[src/rtl/hamming_pkg.sv]
// Shared widths, default sizing and FSM encoding for the hamming weight
// accumulator and its per-byte weight calculator.
package hamming_pkg;

    localparam int BYTE_WIDTH     = 8;
    localparam int WEIGHT_WIDTH   = 4;

    localparam int BYTES_MAX_DEF  = 256;
    localparam int CNT_WIDTH_DEF  = 9;
    localparam int SUM_WIDTH_DEF  = 12;

    typedef enum logic {
        ACCUM  = 1'b0,
        RESULT = 1'b1
    } state_t;

endpackage

[src/rtl/hamming_weight_cal.sv]
// Combinational population count of a bit string.
module hamming_weight_cal #(
    parameter int BIT_STRING_LEN = 8
) (
    input  logic [BIT_STRING_LEN-1:0]             bit_string,
    output logic [$clog2(BIT_STRING_LEN+1)-1:0]   weight
);

    localparam int W = $clog2(BIT_STRING_LEN + 1);

    always_comb begin
        weight = '0;
        for (int i = 0; i < BIT_STRING_LEN; i++) begin
            weight = weight + {{(W-1){1'b0}}, bit_string[i]};
        end
    end

endmodule

[src/rtl/hamming_weight_accum.sv]
// Streams frame bytes through a two-stage pipeline, accumulating total
// set bits and byte count per frame, and hands the result downstream.
module hamming_weight_accum
    import hamming_pkg::*;
#(
    parameter int BYTES_MAX = BYTES_MAX_DEF,
    parameter int CNT_WIDTH = CNT_WIDTH_DEF,
    parameter int SUM_WIDTH = SUM_WIDTH_DEF
) (
    input  logic                  clk,
    input  logic                  rst_n,
    input  logic                  in_valid,
    output logic                  in_ready,
    input  logic [BYTE_WIDTH-1:0] in_data,
    input  logic                  in_last,
    output logic                  out_valid,
    input  logic                  out_ready,
    output logic [SUM_WIDTH-1:0]  out_weight,
    output logic [CNT_WIDTH-1:0]  out_count,
    output logic                  out_overflow
);

    state_t state, state_nxt;

    logic                    s1_valid;
    logic                    s1_close;
    logic                    s1_ovf;
    logic [BYTE_WIDTH-1:0]   s1_data;
    logic [SUM_WIDTH-1:0]    sum;
    logic [CNT_WIDTH-1:0]    count;
    logic [WEIGHT_WIDTH-1:0] w;

    logic                    in_fire;
    logic                    out_fire;
    logic                    s2_take;
    logic                    limit_hit;
    logic [CNT_WIDTH:0]      fill;
    logic [SUM_WIDTH-1:0]    sum_nxt;
    logic [CNT_WIDTH-1:0]    count_nxt;

    hamming_weight_cal #(
        .BIT_STRING_LEN(BYTE_WIDTH)
    ) u_cal (
        .bit_string(s1_data),
        .weight    (w)
    );

    assign in_fire  = in_valid && in_ready;
    assign out_fire = out_valid && out_ready;
    assign s2_take  = (state == ACCUM) && s1_valid;

    // Position of the incoming byte within the frame, counting the one in S1.
    assign fill = {1'b0, count}
                + {{CNT_WIDTH{1'b0}}, s1_valid}
                + (CNT_WIDTH+1)'(1);
    assign limit_hit = (fill == (CNT_WIDTH+1)'(BYTES_MAX));

    assign sum_nxt   = sum + {{(SUM_WIDTH-WEIGHT_WIDTH){1'b0}}, w};
    assign count_nxt = count + {{(CNT_WIDTH-1){1'b0}}, 1'b1};

    always_ff @(posedge clk) begin
        if (!rst_n) begin
            state <= ACCUM;
        end else begin
            state <= state_nxt;
        end
    end

    always_comb begin
        state_nxt = state;
        in_ready  = 1'b0;
        unique case (state)
            ACCUM: begin
                in_ready = rst_n && !(s1_valid && s1_close);
                if (s1_valid && s1_close) begin
                    state_nxt = RESULT;
                end
            end
            RESULT: begin
                if (out_fire) begin
                    state_nxt = ACCUM;
                end
            end
            default: state_nxt = ACCUM;
        endcase
    end

    always_ff @(posedge clk) begin
        if (!rst_n) begin
            s1_valid     <= 1'b0;
            s1_close     <= 1'b0;
            s1_ovf       <= 1'b0;
            s1_data      <= '0;
            sum          <= '0;
            count        <= '0;
            out_valid    <= 1'b0;
            out_weight   <= '0;
            out_count    <= '0;
            out_overflow <= 1'b0;
        end else begin
            s1_valid <= in_fire;
            if (in_fire) begin
                s1_data  <= in_data;
                s1_close <= in_last || limit_hit;
                s1_ovf   <= limit_hit && !in_last;
            end

            if (s2_take) begin
                if (s1_close) begin
                    out_valid    <= 1'b1;
                    out_weight   <= sum_nxt;
                    out_count    <= count_nxt;
                    out_overflow <= s1_ovf;
                end else begin
                    sum   <= sum_nxt;
                    count <= count_nxt;
                end
            end

            if (out_fire) begin
                out_valid <= 1'b0;
                sum       <= '0;
                count     <= '0;
            end
        end
    end

endmodule

[config.mk]
export PLATFORM = sky130hd
export DESIGN_NAME = hamming_weight_accum
export DESIGN_NICKNAME = d
export VERILOG_FILES = /design/src/rtl/hamming_pkg.sv /design/src/rtl/hamming_weight_cal.sv /design/src/rtl/hamming_weight_accum.sv
export SDC_FILE = /design/constraint.sdc
export NUM_CORES = 1
export LEC_CHECK = 0
export BUFFER_PORTS_ARGS = -buffer_cell sky130_fd_sc_hd__buf_2
export CAP_MARGIN = 20
export CELL_PAD_IN_SITES_DETAIL_PLACEMENT = 0
export CELL_PAD_IN_SITES_GLOBAL_PLACEMENT = 2
export CORE_UTILIZATION = 34
export DETAILED_ROUTE_END_ITERATION = 10
export PLACE_DENSITY_LB_ADDON = 0.1
export SLEW_MARGIN = 40
export SYNTH_ARGS = -nofsm -noshare
export SYNTH_HDL_FRONTEND = slang
export SYNTH_SLANG_ARGS = --single-unit
export TNS_END_PERCENT = 1
[constraint.sdc]
create_clock -name clk -period 5.2 [get_ports clk]
set_clock_uncertainty 0.1 [all_clocks]
set_input_delay 0.26 -clock clk [delete_from_list [all_inputs] [get_ports clk]]
set_output_delay 0.26 -clock clk [all_outputs]
set_load 0.01 [all_outputs]
# After elaboration in Yosys (flattened, before gate mapping)
# Cells that the tools add are included.
dict set report totals {
  ff_bits 56
}
dict set report classes {
  add_sub_neg 11
  eq_ne 1
  mux 4
  n_bitwise 3
  n_reduce_logical 12
}
# operator n
set op_table {}
lappend op_table {{4-bit by 1-bit adder with 4-bit output} 6}
lappend op_table {{12-bit by 4-bit adder with 12-bit output} 1}
lappend op_table {{10-bit by 1-bit adder with 10-bit output (second input constant)} 1}
lappend op_table {{9-bit by 1-bit adder with 10-bit output} 1}
lappend op_table {{10-bit by 9-bit equality test with 1-bit output (second input constant)} 1}
lappend op_table {{9-bit by 1-bit adder with 9-bit output (second input constant)} 1}
lappend op_table {{1-bit logical AND} 6}
lappend op_table {{2-bit AND reduction} 2}
lappend op_table {{1-bit two-way mux} 3}
lappend op_table {{1-bit NOT} 3}
lappend op_table {{1-bit by 1-bit adder with 2-bit output} 1}
lappend op_table {{1-bit logical NOT} 2}
lappend op_table {{1-bit case mux with 2 select lines} 1}
lappend op_table {{2-bit OR reduction} 1}
lappend op_table {{1-bit logical OR} 1}

# Longest topological paths before layout
# Gate-level depths: netlist of the first run.
dict set report depth {
  word_depth 8
  mapped_depth 14
  ltp_nobuf 14
}

# By module
# A second synthesis of the first run with hierarchy kept.
dict set report hier_totals {
  hier_cells 346
  area_unflattened_um2 2900.3
}
# module instances cells_each area_each_um2 seq_area_each_um2
set by_module_without_submodules {}
lappend by_module_without_submodules {hamming_weight_accum 1 322 2710.1 1121.1}
lappend by_module_without_submodules {hamming_weight_cal 1 24 190.2 0.0}

# Least setup slack after synthesis of the first run
# No wires, ideal clock.
dict set report synth_path {
  path_type {register to register}
  startpoint {register s1_data[0]}
  endpoint {register out_weight[10]}
  setup_time_ns 0.133
  arrival_time_ns 3.728
  required_ns 4.967
  setup_slack_ns 1.239
  path_stages_with_launch 14
  period_less_slack_ns 3.961
  path_cell_list {dfxtp_1 ha_1 inv_1 fa_1 fa_1 fa_1 fa_1 inv_1 fa_1 a21o_1 a21oi_2 nor3_1 xnor2_1 a21oi_1}
}
dict set report synth_between {
  elab_chain_cells 8
}
# item line_no
set synth_lines {}
lappend synth_lines {{start: declaration} hamming_weight_accum.sv:28} ;# logic [BYTE_WIDTH-1:0] s1_data;
lappend synth_lines {{start signal: assignment} hamming_weight_accum.sv:103} ;# s1_data <= in_data;
lappend synth_lines {{1-bit by 1-bit adder with 2-bit output} hamming_weight_cal.sv:14} ;# weight = weight + {{(W-1){1'b0}}, bit_string[i]};
lappend synth_lines {{4-bit by 1-bit adder with 4-bit output (6 in a row)} hamming_weight_cal.sv:14}
lappend synth_lines {{12-bit by 4-bit adder with 12-bit output} hamming_weight_accum.sv:58} ;# assign sum_nxt = sum + {{(SUM_WIDTH-WEIGHT_WIDTH){1'b0}}, w};
lappend synth_lines {{end signal: assignment} hamming_weight_accum.sv:111} ;# out_weight <= sum_nxt;
lappend synth_lines {{end: declaration} hamming_weight_accum.sv:18} ;# output logic [SUM_WIDTH-1:0] out_weight,
# No other way between the ends.
# A chain may end at the register's enable or synchronous reset.

# Worst setup path in the final report of the first run
dict set report layout_path {
  startpoint {register s1_data[0]}
  endpoint {register out_weight[8]}
}
# Same word-level chain as after synthesis.

==> impl_metrics.csv, run 1 <==
group,metric,value,unit
route,post_drt_wl_per_cell,13.7,µm
yosys,postSynthAreaPerCell,8.50,µm²
yosys,yosys.area.top_type,"dfxtp_1",
yosys,ys_ff_latch,56,
clock_tree,clock_path_buffers,2,
clock_tree,cts_setup_buffers,0,
floorplan,dieArea,0.00860,mm²
run,max-cap-violations,0,
setup_path,crit_type,"register to register",
timing,post-route-min-period,4.19,ns
grt,antenna_found_initial,0,
final_layout,nFillCells,851,
yosys,ys_warn_count,0,
yosys,synthCells,329,
placement,io_buffers,36,
final_layout,diodes,0,
route,drtPass1Iterations,4,
yosys,synth.distinct_cells,49,
route,routed_wl,6260,µm
grt,grt_max_degree,25,
grt,track_usage,15.8,%
power_and_ir_drop,power.density,254,mW/mm²
route,ant_nets,0,
timing,finalSetupTns,0,ns
placement,hpwl,4360,µm
final_layout,fin_area,0.00313,mm²
setup_path,crit_chain,"ha_1, inv_1, fa_1, fa_1, fa_1, fa_1, inv_1, fa_1, a21o_1, a21oi_2, nor3_1, xnor2_1, a21oi_1",
placement,placed_area,0.00304,mm²
yosys,netlist.area_leader.share,40.1,%
yosys,ys.flop_type,"dfxtp_1",
clock_tree,cts_tree,"yes",
yosys,synthesis.area,0.00280,mm²
setup_path,critPathSlowestCell,"fa_1",
clock_tree,numCtsBuffers,5,
setup_path,worst_path_most_repeated_cell,"fa_1",
power_and_ir_drop,leakagePower,1.18,nW
timing,slew_violations,0,
grt,grt_overflow,0,
timing,hold_viol,0,
floorplan,core_area,0.00785,mm²
placement,pre_cts_ws,1.01,ns
power_and_ir_drop,peakVddDrop,0.0891,mV
clock_tree,clk_latency,0.33,ns
yosys,seq_area_frac_synth,40.1,%
floorplan,die_w,92.7,µm
floorplan,row_count,32,
setup_path,max_stage_delay,0.49,ns
grt,grt_pass1_wl,10600,µm
floorplan,io_pins,37,
setup_path,critPathLaunchType,"register",
final_layout,drive_gt1_share,17.4,%
timing,worst_pin_slew,0.581,ns
clock_tree,post_cts_resized,0,
timing,rsz0062_at_grt,"false",
timing,relSlewSlack,61.2,%
power_and_ir_drop,switching_power,0.000224,W
power_and_ir_drop,swShare,28.1,%
timing,fin_ws,1.01,ns
yosys,async_flop_share,0,%
yosys,synth.area.top_cells,"dfxtp_1, xnor2_1, nand2_1",
power_and_ir_drop,pwr-share-comb,10.6,%
clock_tree,hold_buffers,0,
setup_path,crit_fanout,9,
setup_path,critPathArrivalTime,4.30,ns
grt,grt_pass1_vias,2060,
yosys,syn-num-nets,357,
placement,gp_congestion,0.761,
yosys,synth_edf_count,0,
final_layout,fin_nets,383,
route,drc,0,
route,drt-vias-per-instance,4.85,
setup_path,worstSetupEndpointType,"register",
power_and_ir_drop,clock_power_share,33.0,%
floorplan,die_h,92.7,µm
final_layout,fin_util,39.9,%
power_and_ir_drop,seqPwrFrac,56.5,%
route,drtIter0Drc,35,
timing,final-setup-viol-count,0,
status,status,"complete, no violations",
clock_tree,h-tree-depth,2,
clock_tree,clkTransAtPathRegs,0.12,ns
setup_path,ff2ff_path_depth,13,
floorplan,start_util,35.7,%
route,num_vias,2220,
clock_tree,cts_sinks,56,
timing,finalCritPeriodShare,80.6,%
min_path,hold_path_depth,2,
clock_tree,cts-root-buf,"clkbuf_8",
final_layout,synthToLayoutAreaGrowth,11.9,%
power_and_ir_drop,p_int,0.000573,W
timing,fmax,239,MHz
setup_path,required,5.31,ns
min_path,hp-class,"input port to register",
==> per-layer routing <==
| layer | wire length, µm | global-route usage [%] | vias to the layer above |
|---|---|---|---|
| met5 | 0 | 0 | - |
| met4 | 121 | 5.51 | 0 |
| met3 | 154 | 2.96 | 9 |
| met2 | 2870 | 25.3 | 30 |
| met1 | 3120 | 21.2 | 1013 |
| li1 | - | - | 1168 |
==> Yosys cell counts (all sizes together) (7+ instances only) <==
library cell	number
clkbuf	12
nand2	47
xnor2	24
o21ai	14
a21oi	36
ha	10
nand4	7
a211oi	9
or3	7
nor3	9
inv	18
nor2	29
dfxtp	56
==> cell usage in the layout (no fill, tap or decap), drive strengths merged, types with 2 or more instances in the layout <==
cell type	Yosys	layout
xor2	5	5
a21oi	36	36
buf	6	37
a21o	2	2
nand3	6	6
nor4b	2	2
a211oi	9	9
nand2	47	47
dfxtp	56	56
clkbuf	12	5
o21ai	14	14
nor2	29	29
inv	18	20
ha	10	10
nor2b	2	2
nor4	4	4
o21a	2	2
xnor2	24	24
nand4	7	7
nor3	9	9
or3	7	7
nor3b	2	2
fa	5	5
==> metrics by stage <==
stage / instances / hold WS (ns) / total power (W)
floorplan: 329 / 0.263 / 0.000518
global placement: 450 / 0.343 / 0.000546
detailed placement: 450 / 0.345 / 0.000546
CTS: 458 / 0.0226 / 0.000813
global route: 458 / 0.0236 / 0.000845
finish: 458 / 0.0274 / 0.000796
==> final timing paths <==
kind                                    from            end  slack, ns
worst min register to register  out_count[1]   out_count[1]       0.36
worst max-delay path              s1_data[0]  out_weight[8]       1.01
worst min-delay path                 in_last         s1_ovf       0.03
worst max register to register    s1_data[0]  out_weight[8]       1.01
==> area by class of cell <==
class | count | area (µm²) | area share, %
multi-input combinational | 237 | 1530 | 48.9
clock inverter | 3 | 26.3 | 0.839
clock buffer | 5 | 68.8 | 2.20
timing repair buffer | 37 | 188 | 5.99
sequential | 56 | 1120 | 35.8
inverter | 18 | 67.6 | 2.16
tap | 102 | 128 | 4.08
==> sequential cells by signal, summed over array words and instances (netlist names) <==
register	flops
out_weight	12
sum	12
count	9
out_count	9
s1_data	8
out_overflow	1
out_valid	1
s1_close	1
s1_ovf	1
s1_valid	1
state	1
==> worst max-delay path: cells and delay by family, from the launching register on <==
family          cells  cell delay, ns
flops               1            0.33
xor+xnor            1            0.17
fa+ha+maj           6            2.50
compound gates      3            0.72
buf+inv             2            0.11
simple gates        1            0.15
==> power by group through the flow <==
stage,logic (W),registers (W),clock network [W]
after floorplan,0.0000580,0.000460,0
after global placement,0.0000865,0.000459,0
after detailed placement,0.0000867,0.000460,0
after CTS,0.0000872,0.000450,0.000276
after global routing,0.0000974,0.000452,0.000295
final,0.0000843,0.000450,0.000263
==> cell families (layout without fill, tap and decap cells) <==
| logic type | Yosys count | after routing | share of synthesized area (%) |
|---|---|---|---|
| muxes | 1 | 1 | 0.358 |
| xor gates and xnor gates | 29 | 29 | 9.08 |
| adders and majority gates | 15 | 15 | 8.05 |
| AOI/OAI and AO/OA | 69 | 69 | 14.3 |
| buffers and inverters | 36 | 63 | 5.32 |
| and+or+nand+nor | 123 | 123 | 22.8 |
| DFF | 56 | 56 | 40.1 |
(Power assumes the default switching activity.)
==> run 2, diff against run 1 <==
Clock period 5.2 ns to 4.29 ns, I/O delays scaled along.
==> impl_metrics.csv, run 2 (synthesis gave the netlist of run 1 again) <==
group,metric,value,unit
status,status,"complete, no violations",
grt,track_usage,16.0,%
grt,grt_overflow,0,
power_and_ir_drop,peakVddDrop,0.143,mV
timing,finalCritPeriodShare,93.9,%
setup_path,timing.rr.start,"s1_data[0]",
route,drt-vias-per-instance,4.87,
route,num_vias,2245,
floorplan,dieArea,0.00860,mm²
final_layout,fin_util,40.3,%
grt,grt_max_degree,25,
timing,relSlewSlack,62.6,%
setup_path,worstSetupEndpointType,"register",
placement,hpwl,4370,µm
clock_tree,clk_latency,0.32,ns
setup_path,critPathArrivalTime,4.12,ns
timing,slew_violations,0,
setup_path,crit_chain,"ha_1, inv_1, fa_1, fa_1, fa_1, fa_1, xnor2_1, ha_1, o21a_1, a21oi_2, buf_4, nor4_1, xnor2_1, nor2_1",
timing,final-setup-viol-count,0,
final_layout,top_regs,"out_weight: 12 flops, sum: 12 flops",
grt,antenna_found_initial,0,
floorplan,die_h,92.7,µm
clock_tree,h-tree-depth,2,
floorplan,die_w,92.7,µm
clock_tree,cts_sinks,56,
timing,worst_pin_slew,0.561,ns
setup_path,crit_fanout,8,
final_layout,drive_gt1_share,17.8,%
route,post_drt_wl_per_cell,13.2,µm
placement,gp_congestion,0.740,
timing,hold_viol,0,
setup_path,required,4.38,ns
route,ant_nets,0,
route,drc,0,
timing,rsz0062_at_grt,"false",
floorplan,row_count,32,
clock_tree,numCtsBuffers,5,
final_layout,final_common_cell,"dfxtp_1",
placement,placed_area,0.00305,mm²
setup_path,cp_num_buf_inv,2,
grt,grt_pass1_vias,2124,
timing,fmax,248,MHz
floorplan,core_area,0.00785,mm²
power_and_ir_drop,power.density,303,mW/mm²
final_layout,fin_nets,386,
route,routed_wl,6100,µm
clock_tree,clkTransAtPathRegs,0.11,ns
floorplan,io_pins,37,
final_layout,diodes,0,
setup_path,critPathSlowestCell,"fa_1",
timing,finalSetupTns,0,ns
setup_path,critPathLaunchType,"register",
final_layout,synthToLayoutAreaGrowth,12.9,%
setup_path,crit_type,"register to register",
placement,io_buffers,36,
setup_path,worst_path_most_repeated_cell,"fa_1",
route,drtPass1Iterations,4,
route,drtIter0Drc,56,
setup_path,path_delay_family,"adder cells",
final_layout,fin_area,0.00316,mm²
power_and_ir_drop,power,0.000957,W
final_layout,most-common-layout-cells,"dfxtp_1, nand2_1, buf_2, a21oi_1, nor2_1",
floorplan,start_util,35.7,%
grt,grt_pass1_wl,10800,µm
run,max-cap-violations,0,
timing,post-route-min-period,4.03,ns
setup_path,max_stage_delay,0.49,ns
min_path,hp-start,"in_data[2]",
power_and_ir_drop,leakagePower,1.19,nW
min_path,hp-class,"input port to register",
clock_tree,clock_path_buffers,2,
setup_path,startpoint,"s1_data[0]",
clock_tree,cts-root-buf,"clkbuf_8",
clock_tree,cts_tree,"yes",
==> run 2: changes by cell type in the layout (fill, tap and decap cells not counted) <==
cell,previous run,this run
dlygate4sd3_1,0,1
buf_6,0,1
buf_4,1,2
clkinvlp_4,0,1
clkinv_4,1,0
==> run 2: final timing paths <==
check,end,cells past startpoint,slack [ns]
max,sum[11],14,0.26
min,s1_data[2],3,0.02
max reg2reg,sum[11],14,0.26
min reg2reg,out_weight[1],2,0.36
==> run 2: through the flow <==
stage,hold WS [ns],setup slack (ns),instances
5_1_grt,0.0105,0.0225,461
6_report,0.0247,0.263,461
2_1_floorplan,0.218,0.329,329
3_3_place_gp,0.330,0.284,452
4_1_cts,0.0105,0.205,461
3_5_place_dp,0.331,0.246,452
==> run 2: timing repair <==
action,in CTS,in global routing
hold endpoints to repair,1,0
resized for setup,0,1
setup endpoints to repair,0,1
hold buffers,1,0
setup buffers,0,0
==> run 2: routing by layer <==
layer  GRT usage, %  vias up  share of wire, %
met3           2.96        5               2.5
met1           22.0     1029                51
met2           25.4       32                45
met5              0        -                 0
li1               -     1179                 -
met4           4.62        0               1.1
==> run 2: area by class of cell <==
type                       instances  area (µm²)
tap                              102         128
clock inverter                     3        25.0
timing repair buffer              40         216
inverter                          18        67.6
clock buffer                       5        68.8
fill                             859        4690
multi-input combinational        237        1530
sequential                        56        1120
==> run 2: report_power, final <==
part | leakage [nW] | internal, W | switching (W)
combinational | 0.689 | 0.0000392 | 0.0000616
clock | 0.0452 | 0.000120 | 0.000192
sequential | 0.454 | 0.000534 | 0.0000107
total | 1.19 | 0.000693 | 0.000264
==> run 2: tightest hold or removal path, stage by stage <==
cell and delay (ns):
buf_2 0.09, nand2_1 0.04, a21oi_1 0.05
==> run 3, diff against run 2 <==
==> constraint.sdc (replaced) <==
create_clock -name clk -period 4.29 [get_ports clk]
set_clock_uncertainty 0.1 [all_clocks]
set_input_delay 0.429 -clock clk [delete_from_list [all_inputs] [get_ports clk]]
set_output_delay 0.429 -clock clk [all_outputs]
set_load 0.01 [all_outputs]
==> impl_metrics.csv, run 3 (synthesis gave the netlist of run 1 again) <==
group,metric,value,unit
status,status,"complete, no violations",
grt,track_usage,16.0,%
clock_tree,clk_latency,0.32,ns
grt,grt_overflow,0,
grt,grt_max_degree,25,
placement,hpwl,4370,µm
power_and_ir_drop,peakVddDrop,0.143,mV
setup_path,max_stage_delay,0.49,ns
grt,grt_pass1_wl,10700,µm
clock_tree,clkTransAtPathRegs,0.12,ns
route,drc,0,
timing,post-route-min-period,4.03,ns
final_layout,fin_nets,385,
route,post_drt_wl_per_cell,13.3,µm
power_and_ir_drop,power.density,304,mW/mm²
final_layout,fin_area,0.00315,mm²
timing,hold_viol,0,
placement,gp_congestion,0.740,
grt,antenna_found_initial,0,
timing,worst_pin_slew,0.564,ns
route,drtIter0Drc,60,
clock_tree,cts-root-buf,"clkbuf_8",
clock_tree,cts_sinks,56,
timing,whs,0.194,ns
clock_tree,numCtsBuffers,5,
clock_tree,cts_setup_buffers,0,
clock_tree,post_cts_resized,0,
setup_path,crit_fanout,8,
route,drt-vias-per-instance,4.88,
floorplan,core_area,0.00785,mm²
final_layout,top_regs,"out_weight: 12 flops, sum: 12 flops",
placement,placed_area,0.00305,mm²
final_layout,synthToLayoutAreaGrowth,12.6,%
floorplan,die_h,92.7,µm
route,routed_wl,6110,µm
route,drtPass1Iterations,4,
setup_path,critPathArrivalTime,4.12,ns
floorplan,io_pins,37,
timing,relSlewSlack,62.4,%
timing,final-setup-viol-count,0,
setup_path,worstSetupEndpointType,"register",
final_layout,drive_gt1_share,17.9,%
route,ant_nets,0,
grt,grt_pass1_vias,2121,
setup_path,crit_chain,"ha_1, inv_1, fa_1, fa_1, fa_1, fa_1, xnor2_1, ha_1, o21a_1, a21oi_2, buf_4, nor4_1, xnor2_1, nor2_1",
min_path,hp-class,"input port to register",
clock_tree,h-tree-depth,2,
timing,rsz0062_at_grt,"false",
final_layout,diodes,0,
timing,fmax,248,MHz
floorplan,row_count,32,
clock_tree,cts_tree,"yes",
timing,finalSetupTns,0,ns
final_layout,final_common_cell,"dfxtp_1",
final_layout,most-common-layout-cells,"dfxtp_1, nand2_1, buf_2, a21oi_1, nor2_1",
timing,finalCritPeriodShare,93.9,%
clock_tree,hold_buffers,0,
setup_path,worst_path_most_repeated_cell,"fa_1",
placement,io_buffers,36,
route,num_vias,2246,
timing,slew_violations,0,
floorplan,die_w,92.7,µm
run,max-cap-violations,0,
setup_path,critPathLaunchType,"register",
setup_path,crit_type,"register to register",
floorplan,start_util,35.7,%
setup_path,critPathSlowestCell,"fa_1",
power_and_ir_drop,leakagePower,1.18,nW
floorplan,dieArea,0.00860,mm²
clock_tree,clock_path_buffers,2,
setup_path,required,4.38,ns
==> run 3: layout make-up <==
type                    count  area (µm²)
clock buffers               5        68.8
inverters                  18        67.6
flip-flops and latches     56        1120
multi-input cells         237        1530
fillers                   860        4700
clock inverters             3        25.0
repair buffers             39         206
well taps                 102         128
==> run 3: worst paths after layout <==
check	cells past startpoint	to	slack, ns	from
worst max-delay path	14	sum[11]	0.26	s1_data[0]
worst min-delay path	2	s1_ovf	0.19	in_last
worst max register to register	14	sum[11]	0.26	s1_data[0]
worst min register to register	2	out_weight[1]	0.36	out_weight[1]
==> run 3: routing by layer <==
| layer | part of all wire (%) | routed length [µm] | track usage, % | vias up |
|---|---|---|---|---|
| met3 | 2.1 | 127 | 2.96 | 5 |
| li1 | - | - | - | 1179 |
| met4 | 1.1 | 68 | 4.62 | 0 |
| met5 | 0 | 0 | 0 | - |
| met1 | 51 | 3130 | 22.0 | 1034 |
| met2 | 45 | 2780 | 25.4 | 28 |
==> run 3: report_power, final <==
| part | switching, W | internal (W) | total, W |
|---|---|---|---|
| combinational | 0.0000614 | 0.0000386 | 0.000100 |
| clock | 0.000192 | 0.000120 | 0.000312 |
| sequential | 0.0000107 | 0.000534 | 0.000545 |
| total | 0.000264 | 0.000692 | 0.000956 |
==> run 3: worst max-delay path, delay by kind of cell (launching register included) <==
family	cells	cell delay (ns)
adder cells (fa/ha/maj)	6	2.34
AND/OR/NAND/NOR	2	0.40
flip-flops	1	0.33
XOR/XNOR	2	0.30
AO/OA/AOI/OAI	2	0.23
buffers and inverters	2	0.20
==> run 3: stage by stage <==
stage	setup slack (ns)	util [%]	power [W]	instances
6_report	0.263	40.1	0.000956	460
5_1_grt	0.0225	40.1	0.00102	460
2_1_floorplan	0.329	-	0.000628	329
3_3_place_gp	0.284	38.9	0.000659	452
3_5_place_dp	0.246	38.9	0.000659	452
4_1_cts	0.205	40.1	0.000976	460
